### src/rtl/rr_mux4_sched_pkg.sv
// rr_mux4_sched_pkg: shared FSM encoding, sizes and round-robin pick helper
package rr_mux4_sched_pkg;
    localparam logic ST_IDLE  = 1'b0;
    localparam logic ST_GRANT = 1'b1;
    localparam int   NREQ     = 4;
    localparam int   SELW     = 2;

    function automatic logic [SELW-1:0] rr_pick(input logic [NREQ-1:0] mask, input logic [SELW-1:0] start);
        logic [SELW-1:0] w, idx;
        w = start;
        // walk from the farthest slot back so the closest hit to start wins
        for (int k = NREQ - 1; k >= 0; k--) begin
            idx = start + SELW'(k);
            if (mask[idx]) w = idx;
        end
        return w;
    endfunction
endpackage

### src/rtl/rr_mux4_sched_if.sv
// rr_mux4_sched_if: requester-side bus of the shared mux scheduler
interface rr_mux4_sched_if
    import rr_mux4_sched_pkg::*;
#(parameter int W = 2);
    logic [NREQ-1:0] req;
    logic [W-1:0]    d0, d1, d2, d3;
    logic [NREQ-1:0] gnt;
    logic [SELW-1:0] sel;
    logic            valid;
    logic [W-1:0]    y;
    modport master(output req, d0, d1, d2, d3, input gnt, sel, valid, y);
    modport slave(input req, d0, d1, d2, d3, output gnt, sel, valid, y);
endinterface

### src/rtl/rr_mux4_sched_mux4_w.sv
// mux4_w: W-bit 4:1 combinational mux
module mux4_w #(parameter int W = 2) (
    input  logic [W-1:0] d0,
    input  logic [W-1:0] d1,
    input  logic [W-1:0] d2,
    input  logic [W-1:0] d3,
    input  logic [1:0]   sel,
    output logic [W-1:0] y
);
    always_comb y = sel[1] ? (sel[0] ? d3 : d2) : (sel[0] ? d1 : d0);
endmodule

### src/rtl/rr_mux4_sched.sv
// rr_mux4_sched: round-robin scheduler sharing one 4:1 mux among four requesters
module rr_mux4_sched
    import rr_mux4_sched_pkg::*;
#(
    parameter int W        = 2,
    parameter int MAX_HOLD = 4
) (
    input logic             clk,
    input logic             rst,
    rr_mux4_sched_if.slave  bus
);
    localparam int HW = $clog2(MAX_HOLD + 1);

    logic            state_q, state_d;
    logic [NREQ-1:0] gnt_q, gnt_d;
    logic [SELW-1:0] sel_q, sel_d, ptr_q, ptr_d;
    logic [HW-1:0]   hold_q, hold_d;
    logic [NREQ-1:0] others;
    logic [SELW-1:0] nxt;
    logic            rel;
    logic [W-1:0]    mux_y;

    assign others = bus.req & ~(NREQ'(1) << sel_q);
    assign nxt    = sel_q + SELW'(1);
    assign rel    = !bus.req[sel_q] || hold_q == HW'(MAX_HOLD);

    always_comb begin
        state_d = state_q;
        sel_d   = sel_q;
        ptr_d   = ptr_q;
        hold_d  = hold_q;
        if (state_q == ST_IDLE) begin
            if (|bus.req) begin
                state_d = ST_GRANT;
                sel_d   = rr_pick(bus.req, ptr_q);
                hold_d  = HW'(1);
            end
        end else if (!rel) begin
            hold_d = hold_q + HW'(1);
        end else begin
            // release: others first, then the same holder, else go idle
            ptr_d   = nxt;
            sel_d   = |others ? rr_pick(others, nxt) : sel_q;
            state_d = (|others || bus.req[sel_q]) ? ST_GRANT : ST_IDLE;
            hold_d  = (state_d == ST_GRANT) ? HW'(1) : '0;
        end
        gnt_d = (state_d == ST_GRANT) ? NREQ'(1) << sel_d : '0;
    end

    always_ff @(posedge clk) begin
        if (rst) begin
            state_q <= ST_IDLE;
            gnt_q   <= '0;
            sel_q   <= '0;
            ptr_q   <= '0;
            hold_q  <= '0;
        end else begin
            state_q <= state_d;
            gnt_q   <= gnt_d;
            sel_q   <= sel_d;
            ptr_q   <= ptr_d;
            hold_q  <= hold_d;
        end
    end

    mux4_w #(.W(W)) u_mux (
        .d0 (bus.d0),
        .d1 (bus.d1),
        .d2 (bus.d2),
        .d3 (bus.d3),
        .sel(sel_q),
        .y  (mux_y)
    );

    assign bus.gnt   = gnt_q;
    assign bus.sel   = sel_q;
    assign bus.valid = state_q;
    assign bus.y     = state_q ? mux_y : '0;
endmodule

### src/flat_wrapper.sv
// flat-port wrapper written by rule: the top's interface ports become plain ports
module rr_mux4_sched_flat import rr_mux4_sched_pkg::*;
#(
    parameter int W        = 2,
    parameter int MAX_HOLD = 4
)
  (clk, rst, bus_req, bus_d0, bus_d1, bus_d2, bus_d3, bus_gnt, bus_sel, bus_valid, bus_y);
  rr_mux4_sched_if #(.W(W)) bus_i ();
  input logic clk;
  input logic rst;
  input wire logic [$bits(bus_i.req)-1:0] bus_req;
  input wire logic [$bits(bus_i.d0)-1:0] bus_d0;
  input wire logic [$bits(bus_i.d1)-1:0] bus_d1;
  input wire logic [$bits(bus_i.d2)-1:0] bus_d2;
  input wire logic [$bits(bus_i.d3)-1:0] bus_d3;
  output wire logic [$bits(bus_i.gnt)-1:0] bus_gnt;
  output wire logic [$bits(bus_i.sel)-1:0] bus_sel;
  output wire logic [$bits(bus_i.valid)-1:0] bus_valid;
  output wire logic [$bits(bus_i.y)-1:0] bus_y;
  assign bus_i.req = bus_req;
  assign bus_i.d0 = bus_d0;
  assign bus_i.d1 = bus_d1;
  assign bus_i.d2 = bus_d2;
  assign bus_i.d3 = bus_d3;
  assign bus_gnt = bus_i.gnt;
  assign bus_sel = bus_i.sel;
  assign bus_valid = bus_i.valid;
  assign bus_y = bus_i.y;
  rr_mux4_sched #(.W(W), .MAX_HOLD(MAX_HOLD)) u_core (.clk(clk), .rst(rst), .bus(bus_i));
endmodule
### config.mk
export PLATFORM = sky130hd
export DESIGN_NAME = rr_mux4_sched_flat
export DESIGN_NICKNAME = d
export VERILOG_FILES = /design/src/rtl/rr_mux4_sched_pkg.sv /design/src/rtl/rr_mux4_sched_if.sv /design/src/rtl/rr_mux4_sched_mux4_w.sv /design/src/rtl/rr_mux4_sched.sv /design/src/flat_wrapper.sv
export SDC_FILE = /design/constraint.sdc
export NUM_CORES = 1
export LEC_CHECK = 0
export BUFFER_PORTS_ARGS = -buffer_cell sky130_fd_sc_hd__buf_2
export CAP_MARGIN = 10
export CORE_MARGIN = 5
export CORE_UTILIZATION = 40
export CTS_CLUSTER_SIZE = 28
export DETAILED_ROUTE_END_ITERATION = 10
export GPL_TIMING_DRIVEN = 1
export PLACE_DENSITY_LB_ADDON = 0.08
export SYNTH_ARGS = -nofsm -noshare
export SYNTH_HDL_FRONTEND = slang
export SYNTH_SLANG_ARGS = --single-unit
### constraint.sdc
create_clock -name clk -period 4.6 [get_ports clk]
set_input_delay 0.23 -clock clk [delete_from_list [all_inputs] [get_ports clk]]
set_output_delay 0.23 -clock clk [all_outputs]
set_load 0.005 [all_outputs]
==> flow_metrics.py, run 1 <==
metrics = {
    "die": {
        "io_pins": 23,
        "core-area_sq_um": 2210,
        "die_y_um": 58.3,
        "core.rowCount": 17,
        "start_util_pct": 42.3,
        "fp.dieW_um": 58.3,
        "dieArea_sq_um": 3400,
    },
    "detailed_routing": {
        "via_per_inst": 5.80,
        "antenna_left": 0,
        "wl_per_cell_um": 13.9,
        "route.detailed.drc": 0,
        "routed_wl_um": 2230,
        "vias": 928,
        "dr.pass1.iters": 4,
        "drt_iter0_drc": 21,
    },
    "global_routing": {
        "grt_antenna_before_repair": 0,
        "grt_pass1_vias": 874,
        "grt_overflow": 0,
        "grt_max_degree": 16,
        "grt_use_total_pct": 13.9,
        "grt_pass1_wl_um": 3730,
    },
    "layout": {
        "final_cell_mix": "buf_2, nor2_1, dfxtp_1, nor2b_1, ha_1",
        "post-route-util_pct": 49.3,
        "multi_input_area_sq_um": 663,
        "synthToLayoutAreaGrowth_pct": 16.6,
        "seqCellArea_sq_um": 240,
        "mostFrequentLayoutCell": "buf_2",
        "nets": 154,
        "diodes": 0,
        "fillers": 220,
        "drive_gt1_share_pct": 25.8,
    },
    "power": {
        "power.total_mw": 0.339,
        "p_leak_nw": 0.476,
        "vdd_drop_max_uv": 180,
        "p_per_area_nw_per_um2": 311,
    },
    "place": {
        "port_buffers": 22,
        "place_congestion": 0.831,
        "dp_hpwl_um": 1720,
        "pre_cts_slack_ns": 2.04,
    },
    "synthesis": {
        "synth.area.top_cells": "dfxtp_1, ha_1, nor2_1, nor2b_1, mux2i_1",
        "avgSynthCellArea_sq_um": 8.50,
        "synth_top_family_by_area": "simple AND/OR/NAND/NOR gates",
        "yosys.area_share.simple_pct": 33.5,
        "ys_seq_area_share_pct": 25.7,
        "synth-seq-cells": 12,
        "yosysTopAreaCell": "dfxtp_1",
        "ys_types": 42,
        "synthMuxAreaShare_pct": 11.2,
        "yosys.area_share.adder_pct": 8.03,
        "synth_top_area_share_pct": 25.7,
        "synth-compound-area-share_pct": 18.2,
        "synth_nets": 130,
        "yosys_warnings": 0,
        "netlist_area_sq_um": 935,
        "synth_xor_xnor_area_share_pct": 0,
        "synth_cells": 110,
    },
    "sta": {
        "period_share_pct": 56.2,
        "rsz0062_at_grt": "false",
        "final_max_slew_viol_count": 0,
        "clock-skew-final_ns": 0.000323,
        "max_freq_mhz": 387,
        "setup_viol": 0,
        "relSlewSlack_pct": 64.4,
        "fin_crit_ns": 2.59,
        "tightest_slew_ns": 0.534,
        "hold_viol": 0,
        "tns_ns": 0,
        "fin_ws_ns": 2.01,
        "hold_slack_ns": 0.247,
    },
    "clocking": {
        "cts_resized": 0,
        "path_clk_slew_ns": 0.07,
        "cts_sinks": 12,
        "hold_buffers": 0,
        "cts_tree": "built",
        "clock_path_buffers": 2,
        "cts_buffers": 3,
        "clk_latency_ns": 0.26,
        "post_cts_buffers": 0,
        "htreeDepth": 1,
        "cts_root_buf": "clkbuf_4",
    },
    "flow_run": {
        "maxCapViolCount": 0,
    },
    "worst_setup_path": {
        "crit_path_start_kind": "flip-flop",
        "crit_arrival_ns": 2.79,
        "crit_required_ns": 4.80,
        "crit_chain": "inv_2, ha_1, or3_1, a41oi_1, o32ai_1, or3b_1, nor2_1",
        "end_kind": "flip-flop",
        "slowest_delay_ns": 0.66,
        "crit_slowest_cell": "dfxtp_1",
        "path_class": "reg -> reg",
        "path_max_fanout": 15,
    },
    "outcome": {
        "outcome": "complete, no violations",
    },
    "hold_path": {
        "hold_class": "in -> reg",
    },
}
flip-flops by register name, indices dropped and copies added (netlist names):
signal,flops
u_core.bus.sel,2
u_core.bus.valid,1
u_core.hold_q,3
u_core.ptr_q,2
u_core.bus.gnt,4
area by class of cell:
class / count / area share (%)
tap: 28 / 3.21
multi-input combinational: 90 / 60.8
timing repair buffer: 22 / 10.1
inverter: 5 / 1.72
clock buffer: 3 / 2.07
sequential: 12 / 22.0
synthesized netlist by cell type:
| library cell | n |
|---|---|
| inv_2 | 1 |
| mux4_2 | 1 |
| buf_2 | 1 |
| or2b_1 | 1 |
| a211oi_1 | 1 |
| a41oi_1 | 1 |
| nor4_1 | 4 |
| nor2_1 | 13 |
| nor3_1 | 4 |
| mux4_1 | 1 |
| mux2_2 | 1 |
| nor2b_1 | 6 |
| dfxtp_1 | 12 |
| o211a_1 | 1 |
| or3b_1 | 1 |
| a21oi_1 | 5 |
| a22oi_1 | 1 |
| and3_1 | 2 |
| nand3b_1 | 3 |
| or3_1 | 1 |
| nor3_2 | 1 |
| a2111oi_2 | 1 |
| nand2b_2 | 2 |
| o21ai_0 | 4 |
| inv_1 | 4 |
| a22oi_4 | 1 |
| ha_1 | 6 |
| nand3_1 | 4 |
| clkbuf_1 | 2 |
| a21boi_1 | 1 |
| and2_1 | 3 |
| mux2i_1 | 3 |
| o2111ai_1 | 2 |
| a21boi_0 | 1 |
| nand2_1 | 4 |
| o32ai_1 | 1 |
| or4_1 | 2 |
| mux2_4 | 1 |
| o21ai_1 | 1 |
| and3b_1 | 1 |
| nand2b_1 | 3 |
| a2111oi_0 | 1 |
power by group:
group          switching [mW]  leakage (nW)  internal, mW
registers              0.0178        0.0988         0.117
clock network          0.0309        0.0138        0.0302
logic                  0.0758         0.364        0.0671
final timing paths:
kind / start / to / slack (ns) / cells after the start
hold / removal: rst / u_core.hold_q[2]$_SDFFE_PP0P_ / 0.25 / 2
setup / recovery: u_core.bus.sel[0]$_SDFF_PP0_ / u_core.bus.gnt[3]$_SDFF_PP0_ / 2.01 / 7
hold reg to reg: u_core.hold_q[2]$_SDFFE_PP0P_ / u_core.hold_q[2]$_SDFFE_PP0P_ / 0.51 / 2
setup reg to reg: u_core.bus.sel[0]$_SDFF_PP0_ / u_core.bus.gnt[3]$_SDFF_PP0_ / 2.01 / 7
stage by stage:
step,cell area (sq um),instances
after global placement,1070,157
after floorplan,935,110
after global routing,1090,160
final,1090,160
after CTS,1090,160
after detailed placement,1070,157
layer usage:
metal	share of wire, %	routed length [um]	up-vias	global-route usage, %
met2	49	1080	26	23.9
met3	6.8	152	2	4.61
met5	0	0	-	0
met1	44	973	450	16.4
met4	0.90	20	0	3.97
li1	-	-	450	-
worst max-delay path: cells and delay by family, from the launching register on:
family,cells,cell delay [ns]
AOI/OAI and AO/OA,2,0.38
and+or+nand+nor,3,0.86
buffers and inverters,1,0.20
DFF,1,0.66
adders and majority gates,1,0.43
cells by family after synthesis:
group / count (synthesis)
AND/OR/NAND/NOR: 55
buffers and inverters: 8
multiplexers: 7
flip-flops: 12
adder cells (fa/ha/maj): 6
AO/OA/AOI/OAI: 22
Note: power is estimated with default switching activity, not from simulation.
==> run 2, diff against run 1 <==
==> constraint.sdc (replaced) <==
create_clock -name clk -period 2.38 [get_ports clk]
set_input_delay 0.119 -clock clk [delete_from_list [all_inputs] [get_ports clk]]
set_output_delay 0.119 -clock clk [all_outputs]
set_load 0.005 [all_outputs]
==> run 2 against run 1 <==
Sequential cell count did not move. Largest cell class unchanged. Critical path type unchanged. Worst hold slack got worse by 0.11 ns. Clock skew rose by 0.00098 ns. Sequential power rose by 79%. Die area did not move. Maximum frequency rose by 22%. Sequential share of layout area fell by 0.73 points. Register-to-register slack got worse by 1.8 ns. Worst setup slack got worse by 1.8 ns. Largest power group unchanged. Total power rose by 100%.
==> flow_metrics.py, run 2 (same netlist as run 1, synthesis figures left out) <==
metrics = {
    "hold_path": {
        "min_to": "u_core.hold_q[2]$_SDFFE_PP0P_",
        "hold_start": "rst",
        "min_path_cells": 2,
        "hold_class": "in -> reg",
    },
    "worst_setup_path": {
        "crit_chain": "buf_4, ha_1, nor2b_1, nor4_1, nand2b_2, a2111oi_2, and3b_1, nor2_1",
        "r2r_end": "u_core.bus.gnt[3]$_SDFF_PP0_",
        "crit_slowest_cell": "a2111oi_2",
        "reg2reg_setup_slack_ns": 0.26,
        "critical_path.top_delay_family": "simple AND/OR/NAND/NOR gates",
        "crit_arrival_ns": 2.29,
        "crit_path_start_kind": "flip-flop",
        "path_buf_inv": 1,
        "end_kind": "flip-flop",
        "crit_required_ns": 2.54,
        "rr_worst_depth": 8,
        "path_max_fanout": 14,
        "reg2reg_from": "u_core.bus.sel[0]$_SDFF_PP0_",
        "slowest_delay_ns": 0.37,
        "path_class": "reg -> reg",
    },
    "layout": {
        "fillers": 229,
        "seqCellArea_sq_um": 240,
        "largest_register_ffs": 4,
        "multi_input_area_sq_um": 663,
        "synthToLayoutAreaGrowth_pct": 20.6,
        "design_area_sq_um": 1130,
        "final_cell_mix": "buf_2, nor2_1, dfxtp_1, nor2b_1, ha_1",
        "drive_gt1_share_pct": 28.5,
        "nets": 159,
        "mostFrequentLayoutCell": "buf_2",
        "diodes": 0,
    },
    "global_routing": {
        "grt_antenna_before_repair": 0,
        "grt_max_degree": 15,
        "grt_overflow": 0,
        "grt_use_total_pct": 14.3,
        "grt_pass1_vias": 850,
        "grt_pass1_wl_um": 3800,
    },
    "detailed_routing": {
        "via_per_inst": 5.61,
        "vias": 926,
        "dr.pass1.iters": 4,
        "drt_iter0_drc": 26,
        "antenna_left": 0,
        "route.detailed.drc": 0,
        "routed_wl_um": 2370,
        "wl_per_cell_um": 14.4,
    },
    "clocking": {
        "cts_resized": 0,
        "htreeDepth": 1,
        "clk_latency_ns": 0.27,
        "hold_buffers": 0,
        "cts_tree": "built",
        "cts_buffers": 3,
        "cts_root_buf": "clkbuf_4",
        "cts_sinks": 12,
        "clock_path_buffers": 2,
        "path_clk_slew_ns": 0.07,
        "post_cts_buffers": 0,
    },
    "sta": {
        "relSlewSlack_pct": 70.5,
        "tns_ns": 0,
        "fin_crit_ns": 2.12,
        "final_max_slew_viol_count": 0,
        "tightest_slew_ns": 0.441,
        "rsz0062_at_grt": "false",
        "period_share_pct": 89.2,
        "setup_viol": 0,
        "clock-skew-final_ns": 0.00131,
        "max_freq_mhz": 471,
        "hold_viol": 0,
    },
    "die": {
        "core-area_sq_um": 2210,
        "die_y_um": 58.3,
        "dieArea_sq_um": 3400,
        "fp.dieW_um": 58.3,
        "start_util_pct": 42.3,
        "io_pins": 23,
        "core.rowCount": 17,
    },
    "place": {
        "dp_hpwl_um": 1820,
        "place_congestion": 0.831,
        "dpl_cell_area_sq_um": 1100,
        "port_buffers": 22,
    },
    "outcome": {
        "outcome": "complete, no violations",
    },
    "power": {
        "p_per_area_nw_per_um2": 607,
        "power.total_mw": 0.684,
        "p_leak_nw": 0.501,
        "vdd_drop_max_uv": 498,
    },
    "flow_run": {
        "maxCapViolCount": 0,
    },
}
[run 2: metrics by stage]
step                      utilization [%]  hold WS, ns  setup slack (ns)  cells
after detailed placement             49.9        0.416             0.276    162
after global placement               49.9        0.404             0.274    162
after CTS                            51.0        0.127             0.259    165
after floorplan                         -        0.401             0.128    110
after global routing                 51.0        0.138             0.124    165
final                                51.0        0.140             0.256    165
[run 2: worst max path at each step]
stage	start	end	slack (ns)	cells past startpoint
floorplan	u_core.bus.sel[0]$_SDFF_PP0_	u_core.bus.gnt[2]$_SDFF_PP0_	0.13	8
global placement	u_core.bus.sel[1]$_SDFF_PP0_	u_core.bus.gnt[3]$_SDFF_PP0_	0.27	7
detailed placement	u_core.bus.sel[1]$_SDFF_PP0_	u_core.bus.gnt[2]$_SDFF_PP0_	0.28	7
CTS	u_core.bus.sel[1]$_SDFF_PP0_	u_core.bus.gnt[2]$_SDFF_PP0_	0.26	7
global route	u_core.bus.sel[1]$_SDFF_PP0_	u_core.bus.gnt[1]$_SDFF_PP0_	0.12	8
finish	u_core.bus.sel[0]$_SDFF_PP0_	u_core.bus.gnt[3]$_SDFF_PP0_	0.26	8
[run 2: worst reg2reg max path, stage by stage (launching register included)]
cell	delay [ns]
dfxtp_1	0.32
buf_4	0.19
ha_1	0.22
nor2b_1	0.27
nor4_1	0.10
nand2b_2	0.22
a2111oi_2	0.37
and3b_1	0.27
nor2_1	0.06
[run 2: layout make-up]
class / instances / share of cell area [%]
sequential: 12 / 21.3
inverter: 5 / 1.66
multi-input combinational: 90 / 58.8
tap: 28 / 3.11
clock buffer: 3 / 2.00
timing repair buffer: 27 / 13.1
[run 2: per-layer routing]
metal	up-vias	wire length (um)	global-route usage, %
li1	463	-	-
met1	431	1080	17.4
met2	32	1120	25.0
met3	0	167	5.48
met4	0	0	0.993
met5	-	0	0
[run 2: report_power, final]
part / internal, mW / switching, mW / leakage, nW
combinational: 0.149 / 0.172 / 0.389
clock: 0.0585 / 0.0627 / 0.0138
sequential: 0.227 / 0.0151 / 0.0988
